$ cat src/rtl/div_unit_pkg.sv
// Shared encodings for the multi-cycle divider: FSM states, ready/start levels and reset polarity.
package div_unit_pkg;

    typedef enum logic [1:0] {
        DivFree   = 2'b00,
        DivByZero = 2'b01,
        DivOn     = 2'b10,
        DivEnd    = 2'b11
    } div_state_e;

    localparam logic DivResultReady    = 1'b1;
    localparam logic DivResultNotReady = 1'b0;
    localparam logic DivStart          = 1'b1;
    localparam logic DivStop           = 1'b0;
    localparam logic RstEnable         = 1'b1;

endpackage

$ cat src/rtl/div_unit_abs.sv
// Conditional two's-complement negation, used for operand magnitudes and the result sign fix-up.
module div_abs #(
    parameter int W = 32
) (
    input  logic [W-1:0] i_value,
    input  logic         i_neg_en,
    output logic [W-1:0] o_value
);

    assign o_value = i_neg_en ? (~i_value + W'(1)) : i_value;

endmodule

$ cat src/rtl/div_unit.sv
// Restoring radix-2 DIV/DIVU unit, one quotient bit per cycle, result = {remainder, quotient}.
// Optional macro DIV_ZERO_FLAG_EN adds div_zero_o, raised alongside ready_o for a zero divisor.
module div_unit
    import div_unit_pkg::*;
#(
    parameter int DATA_W = 32,
    parameter int CNT_W  = 6
) (
    input  logic                  clk,
    input  logic                  rst,
    input  logic                  signed_div_i,
    input  logic [DATA_W-1:0]     opdata1_i,
    input  logic [DATA_W-1:0]     opdata2_i,
    input  logic                  start_i,
    input  logic                  annul_i,
    output logic [2*DATA_W-1:0]   result_o,
    output logic                  ready_o
`ifdef DIV_ZERO_FLAG_EN
    ,
    output logic                  div_zero_o
`endif
);

    div_state_e            r_state;
    div_state_e            w_state_next;
    logic [DATA_W-1:0]     r_rem;
    logic [DATA_W-1:0]     r_quo;
    logic [DATA_W-1:0]     r_divisor;
    logic [CNT_W-1:0]      r_cnt;
    logic                  r_signed;
    logic                  r_s1;
    logic                  r_s2;
    logic [2*DATA_W-1:0]   r_result;
    logic                  r_ready;

    logic [DATA_W-1:0]     w_op1_abs;
    logic [DATA_W-1:0]     w_op2_abs;
    logic [DATA_W-1:0]     w_quo_fix;
    logic [DATA_W-1:0]     w_rem_fix;
    logic [DATA_W:0]       w_shift;
    logic [DATA_W:0]       w_trial;
    logic                  w_start_go;
    logic                  w_abort;
    logic                  w_cnt_done;
    logic                  w_div_zero;

    div_abs #(.W(DATA_W)) u_abs_op1 (
        .i_value (opdata1_i),
        .i_neg_en(signed_div_i & opdata1_i[DATA_W-1]),
        .o_value (w_op1_abs)
    );

    div_abs #(.W(DATA_W)) u_abs_op2 (
        .i_value (opdata2_i),
        .i_neg_en(signed_div_i & opdata2_i[DATA_W-1]),
        .o_value (w_op2_abs)
    );

    div_abs #(.W(DATA_W)) u_fix_quo (
        .i_value (r_quo),
        .i_neg_en(r_signed & (r_s1 ^ r_s2)),
        .o_value (w_quo_fix)
    );

    div_abs #(.W(DATA_W)) u_fix_rem (
        .i_value (r_rem),
        .i_neg_en(r_signed & r_s1),
        .o_value (w_rem_fix)
    );

    // Trial subtraction is one bit wider; its MSB is the borrow that decides the quotient bit.
    assign w_shift    = {r_rem, r_quo[DATA_W-1]};
    assign w_trial    = w_shift - {1'b0, r_divisor};
    assign w_start_go = (start_i == DivStart) && !annul_i;
    assign w_abort    = annul_i || (start_i == DivStop);
    assign w_cnt_done = (r_cnt == CNT_W'(DATA_W));
    assign w_div_zero = (opdata2_i == '0);

    always_comb begin
        w_state_next = r_state;
        case (r_state)
            DivFree: begin
                if (w_start_go) begin
                    w_state_next = w_div_zero ? DivByZero : DivOn;
                end
            end
            DivByZero: w_state_next = DivEnd;
            DivOn: begin
                if (w_abort) begin
                    w_state_next = DivFree;
                end else if (w_cnt_done) begin
                    w_state_next = DivEnd;
                end
            end
            DivEnd: begin
                if (start_i == DivStop) begin
                    w_state_next = DivFree;
                end
            end
            default: w_state_next = DivFree;
        endcase
    end

    always_ff @(posedge clk) begin
        if (rst == RstEnable) begin
            r_state   <= DivFree;
            r_rem     <= '0;
            r_quo     <= '0;
            r_divisor <= '0;
            r_cnt     <= '0;
            r_signed  <= 1'b0;
            r_s1      <= 1'b0;
            r_s2      <= 1'b0;
            r_result  <= '0;
            r_ready   <= DivResultNotReady;
        end else begin
            r_state <= w_state_next;
            case (r_state)
                DivFree: begin
                    if (w_start_go && !w_div_zero) begin
                        r_rem     <= '0;
                        r_quo     <= w_op1_abs;
                        r_divisor <= w_op2_abs;
                        r_cnt     <= '0;
                        r_signed  <= signed_div_i;
                        r_s1      <= opdata1_i[DATA_W-1];
                        r_s2      <= opdata2_i[DATA_W-1];
                    end
                end
                DivByZero: begin
                    r_result <= '0;
                    r_ready  <= DivResultReady;
                end
                DivOn: begin
                    if (!w_abort) begin
                        if (w_cnt_done) begin
                            r_result <= {w_rem_fix, w_quo_fix};
                            r_ready  <= DivResultReady;
                        end else begin
                            r_rem <= w_trial[DATA_W] ? w_shift[DATA_W-1:0] : w_trial[DATA_W-1:0];
                            r_quo <= {r_quo[DATA_W-2:0], ~w_trial[DATA_W]};
                            r_cnt <= r_cnt + CNT_W'(1);
                        end
                    end
                end
                DivEnd: begin
                    if (start_i == DivStop) begin
                        r_result <= '0;
                        r_ready  <= DivResultNotReady;
                    end
                end
                default: ;
            endcase
        end
    end

`ifdef DIV_ZERO_FLAG_EN
    logic r_div_zero;

    always_ff @(posedge clk) begin
        if (rst == RstEnable) begin
            r_div_zero <= 1'b0;
        end else if (r_state == DivByZero) begin
            r_div_zero <= 1'b1;
        end else if (r_state == DivEnd && start_i == DivStop) begin
            r_div_zero <= 1'b0;
        end
    end

    assign div_zero_o = r_div_zero;
`endif

    assign result_o = r_result;
    assign ready_o  = r_ready;

endmodule

$ cat config.mk
export PLATFORM = sky130hd
export DESIGN_NAME = div_unit
export DESIGN_NICKNAME = d
export VERILOG_FILES = /design/src/rtl/div_unit_pkg.sv /design/src/rtl/div_unit_abs.sv /design/src/rtl/div_unit.sv
export SDC_FILE = /design/constraint.sdc
export NUM_CORES = 1
export LEC_CHECK = 0
export BUFFER_PORTS_ARGS = -buffer_cell sky130_fd_sc_hd__buf_4
export CAP_MARGIN = 20
export CORE_UTILIZATION = 59
export DETAILED_ROUTE_END_ITERATION = 8
export PLACE_DENSITY = 0.81
export SYNTH_ARGS = -nofsm -noshare
export SYNTH_HDL_FRONTEND = slang
export SYNTH_SLANG_ARGS = --single-unit
$ cat constraint.sdc
create_clock -name clk -period 3.2 [get_ports clk]
set_input_delay 0.32 -clock clk [delete_from_list [all_inputs] [get_ports clk]]
set_output_delay 0.32 -clock clk [all_outputs]
set_load 0.1 [all_outputs]
# [After elaboration in Yosys (flattened, before gate mapping)]
# Cells that the tools add are included.
[word_totals] reg_bits=172 in_bits=69 output_inout_bits=65 wordCells=82
[classes] n_addsub=6 eq_ne=11 mux=31 bitwise_logic=11 reduce_logical=13
[ops] cell="two-way mux 32 bit" count=11
[ops] cell="two-way mux 64 bit" count=3
[ops] cell="one-hot mux 64 bit (3 select lines)" count=1
[ops] cell="adder 32 x 1 -> 32 bit (second input constant)" count=4
[ops] cell="inverter 32 bit" count=4
[ops] cell="one-hot mux 32 bit (2 select lines)" count=2
[ops] cell="subtractor 33 x 32 -> 33 bit" count=1
[ops] cell="logical NOT 32 bit" count=1
[ops] cell="two-way mux 6 bit" count=3
[ops] cell="!= test 2 bit (second input constant)" count=6
[ops] cell="one-hot mux 6 bit (2 select lines)" count=1
[ops] cell="two-way mux 2 bit" count=5
[ops] cell="one-hot mux 2 bit (4 select lines)" count=1
[ops] cell="AND reduction 4 bit" count=2
[ops] cell="adder 6 x 1 -> 6 bit (second input constant)" count=1
[ops] cell="equality test 6 bit (second input constant)" count=1
[ops] cell="AND 1 bit" count=4
[ops] cell="equality test 2 bit (second input constant)" count=2
[ops] cell="two-way mux 1 bit" count=3
[ops] cell="!= test 3 bit (second input constant)" count=1
[ops] cell="one-hot mux 1 bit (3 select lines)" count=1
[ops] cell="AND reduction 3 bit" count=1
[ops] cell="nonzero test 3 bit" count=1
[ops] cell="equality test 2 x 1 -> 1 bit (second input constant)" count=1
[ops] cell="other kinds (8)" count=11

# [Logic depth before layout (Yosys ltp)]
[logic_depth] ltp_word=6 ltp_mapped=13 depth_no_buf=12

# [Cells and area by module]
# From an unflattened synthesis, not the netlist that was laid out.
[hier_totals] cells_unflattened=1464 hier_area_um2=11657.4
[by_module_without_submodules] mod="div_unit" n_inst=1 cells_per_inst=1068 area_per_inst_um2=8549.4 seq_area_each_um2=3443.3
[by_module_without_submodules] mod="div_abs" n_inst=4 cells_per_inst=99 area_per_inst_um2=777.0 seq_area_each_um2=0.0

# [Worst setup path before layout]
# OpenSTA, ideal clock, no wires.
[synth_path] path_kind="reg2reg" from="register r_quo[31]" to="register r_rem[9]" setup_time_ps=128 arrival_time_ps=2722 required_ps=3072 slack_ps=349 stages_incl_launch_ff=13 n_path_buf=1 period_less_slack_ps=2851 path_cell_list="dfxtp_1 inv_1 ha_1 fa_1 nand2b_1 a21oi_1 o21ai_0 a2111oi_1 nor3_2 xnor2_2 buf_4 mux2i_1 o21ai_0"
[synth_via] elab_chain_len=5
[synth_lines] item="start, declared" line_no="div_unit.sv:27" text="logic [DATA_W-1:0] r_quo;"
[synth_lines] item="start signal, assigned" line_no="div_unit.sv:122" text="r_quo <= w_op1_abs;"
[synth_lines] item="start signal, assigned" line_no="div_unit.sv:141" text="r_quo <= {r_quo[DATA_W-2:0], ~w_trial[DATA_W]};"
[synth_lines] item="subtractor 33 x 32 -> 33 bit" line_no="div_unit.sv:73" text="assign w_trial = w_shift - {1'b0, r_divisor};"
[synth_lines] item="two-way mux 32 bit" line_no="div_unit.sv:140" text="r_rem <= w_trial[DATA_W] ? w_shift[DATA_W-1:0] : w_trial[DATA_W-1:0];"
[synth_lines] item="two-way mux 32 bit" line_no="div_unit.sv:136" text="if (w_cnt_done) begin"
[synth_lines] item="two-way mux 32 bit" line_no="div_unit.sv:135" text="if (!w_abort) begin"
[synth_lines] item="one-hot mux 32 bit (2 select lines)" line_no="div_unit.sv:118" text="case (r_state)"
[synth_lines] item="end signal, assigned" line_no="div_unit.sv:140"
[synth_lines] item="end, declared" line_no="div_unit.sv:26" text="logic [DATA_W-1:0] r_rem;"
# No other way between the ends. The select of a mux whose other input is x is not followed.
# A chain may end at the register's enable or synchronous reset.

# [Final worst setup path]
[layout_path] from="register r_quo[31]" to="register r_rem[14]"
# Same word-level chain as after synthesis.

==> impl_metrics.ini <==
[power_and_ir_drop]
pwr-share-comb_pct = 18.4
switchingPower_w = 0.00161
cellPowerDensity_nw_per_um2 = 423
p_int_w = 0.00376
irDropWorstVdd_mv = 0.399
power.share.sequential_pct = 42.4
swShare_pct = 30.0
power.leakage_nw = 5.11
clockPowerShare_pct = 39.2

[setup_path]
crit_required_ns = 3.52
crit_arrival_ns = 3.26
path_max_fanout = 15
path_class = flop to flop
endpoint_kind = flop
startpoint_type = flop
path_cells = inv_1, ha_1, fa_1, nand2b_1, a21oi_1, o21ai_1, a2111oi_2, nor3_2, xnor2_4, buf_12, mux2i_1, o21ai_0
critical-path-max-stage-delay_ns = 0.39
critPathSlowestCell = fa_1

[grt]
antenna_found_initial = 0
grt_overflow_total = 0
grt_pass1_wl_um = 47900
grt_pass1_vias = 9257
grt_max_degree = 88
grtUsageTotal_pct = 33.0

[logic_synthesis]
synth-edff-count = 0
synthArstFlopShare_pct = 0
post_synth_num_cell_types = 64
ys_ff_latch = 172
synthFlopType = dfxtp_1
ys_warn_count = 0
synth_xor_xnor_area_share_pct = 12.2
netlist_area_sq_um = 10700
synth_top_family_by_area = compound AO/OA/AOI/OAI gates
synth_fa_ha_area_share_pct = 4.62
avgSynthCellArea_sq_um = 7.68
yosysSeqAreaShare_pct = 32.1
synth_compound_area_share_pct = 24.0
synthSimpleGateAreaFrac_pct = 20.0
syn_inst = 1397
synth_nets = 1505
synth.area.mux_share_pct = 2.24

[final_layout]
utilization_pct = 72.3
diodes = 0
final_common_cell = nor2_1
fin_nets = 1619
mostFrequentLayoutCells = nor2_1, buf_4, dfxtp_1, nand2_1, a21oi_1
syn_to_final_growth_pct = 18.3
drive_above_1_share_pct = 15.0
final_cells = 1749

[cts]
cts_max_level = 4
clkSlewWorstSetupHoldPaths_ns = 0.07
cts_root_buf = clkbuf_16
clock_latency_ns = 0.44
cts_made_buffers = 17
post_cts_buffers = 0
cts_buffer_depth = 2
tritoncts = yes
ctsHoldBuffers = 0
clock-sinks = 172

[die]
io_pins = 134
start_util_pct = 61.2
die_h_um = 137
dieArea_sq_um = 18700
placementRows = 48
coreArea_sq_um = 17500
dieWidth_um = 137

[sta]
fmaxAchievable_mhz = 340
slew_headroom_pct = 39.4
grt_setup_unrepaired = false
slew_violations = 0
fin_crit_ns = 2.94
finalClockSkew_ns = 0.0114
setup_viol = 0
hold_viol = 0
finalCritPeriodShare_pct = 92.0
worstMarginPinSlew_ns = 0.909
tns_ns = 0
finalWorstSetupSlack_ns = 0.257

[drt]
drc = 0
drtIter0Drc = 1132
vias = 10700
wl_per_cell_um = 17.3
dr.pass1.iters = 5
routed_via_density = 6.10
routed_wl_um = 30300
ant_nets = 0

[placed_design]
pre_cts_ws_ns = -0.0738
io_buffers = 133
dp_hpwl_um = 22500
placed_cells = 1717
gp_congestion = 0.937

[run]
maxCapViolCount = 0

[min_path]
min_path_type = input port to flop

[run_status]
status = finished clean
==> power by group through the flow <==
stage,clock [W],sequential (W),combinational [W]
after detailed placement,0,0.00232,0.000962
after CTS,0.00211,0.00227,0.000968
after global placement,0,0.00232,0.000949
final,0.00211,0.00228,0.000988
after floorplan,0,0.00230,0.000669
after global routing,0.00220,0.00228,0.00108
==> per-stage QoR <==
stage                     total power (W)  hold slack [ns]  instance area, sq um
final                             0.00537            0.177                 12700
after global routing              0.00556            0.179                 12700
after detailed placement          0.00328            0.445                 12100
after global placement            0.00326            0.438                 12100
after floorplan                   0.00297            0.432                 10700
after CTS                         0.00535            0.163                 12700
==> metal layers <==
metal / wire length, um / global-route usage [%] / up-vias
li1: - / - / 5191
met1: 14600 / 50.0 / 4971
met2: 12800 / 48.3 / 455
met3: 2330 / 4.59 / 47
met4: 539 / 9.10 / 0
met5: 0 / 0 / -
==> cells in the mapped netlist, types with 8 or more instances <==
library cell	instances	area share (%)
or4_1	10	0.70
o211ai_1	25	1.7
o21ai_0	95	4.4
dfxtp_1	172	32
xor2_1	65	5.3
a21o_1	8	0.56
clkbuf_1	64	2.2
mux2i_1	24	2.2
ha_1	38	4.4
nand2b_1	16	0.93
nor4_1	14	0.82
or3_1	9	0.52
and2_1	10	0.58
o41ai_1	11	0.90
a22oi_1	42	2.9
xnor2_1	83	6.8
a31oi_1	11	0.64
a21oi_1	116	5.4
a211oi_1	40	2.8
nor2_1	183	6.4
nor3_1	40	1.9
o31ai_1	20	1.4
inv_1	52	1.8
nand3_1	19	0.89
nand2_1	143	5.0
==> critical path, delay by kind of cell, from the launching register on <==
| family | cells | cell delay, ns |
|---|---|---|
| DFF | 1 | 0.33 |
| xor gates and xnor gates | 1 | 0.23 |
| and+or+nand+nor | 2 | 0.37 |
| adders and majority gates | 2 | 0.61 |
| AOI/OAI and AO/OA | 4 | 0.82 |
| muxes | 1 | 0.21 |
| buffers and inverters | 2 | 0.25 |
==> cell families after synthesis <==
group / Yosys count
AOI/OAI and AO/OA: 406
DFF: 172
buffers and inverters: 132
xor gates and xnor gates: 149
and+or+nand+nor: 475
muxes: 24
adders and majority gates: 39
==> flip-flops by register name (all words and copies together) (netlist names), 2 cells and up <==
name       flops
r_cnt          6
r_divisor     32
r_quo         32
r_rem         32
r_state        2
result_o      64
==> timing repair <==
item / CTS / global route
cloned: 0 / 0
resized for setup: 1 / 3
setup endpoints to repair: 2 / 33
==> worst paths after layout <==
path	from	depth (start not counted)	slack [ns]	end
hold / removal	opdata1_i[31]	3	0.18	r_s1
setup / recovery	r_quo[31]	12	0.26	r_rem[14]
setup reg to reg	r_quo[31]	12	0.26	r_rem[14]
hold reg to reg	result_o[62]	2	0.45	result_o[62]
==> cell type report <==
type,count,area [sq um]
multi-input combinational,1093,6820
fill,1427,4850
sequential,172,3440
timing repair buffer,175,1360
clock buffer,18,429
tap,225,282
inverter,52,195
clock inverter,14,158
(Power assumes the default switching activity.)
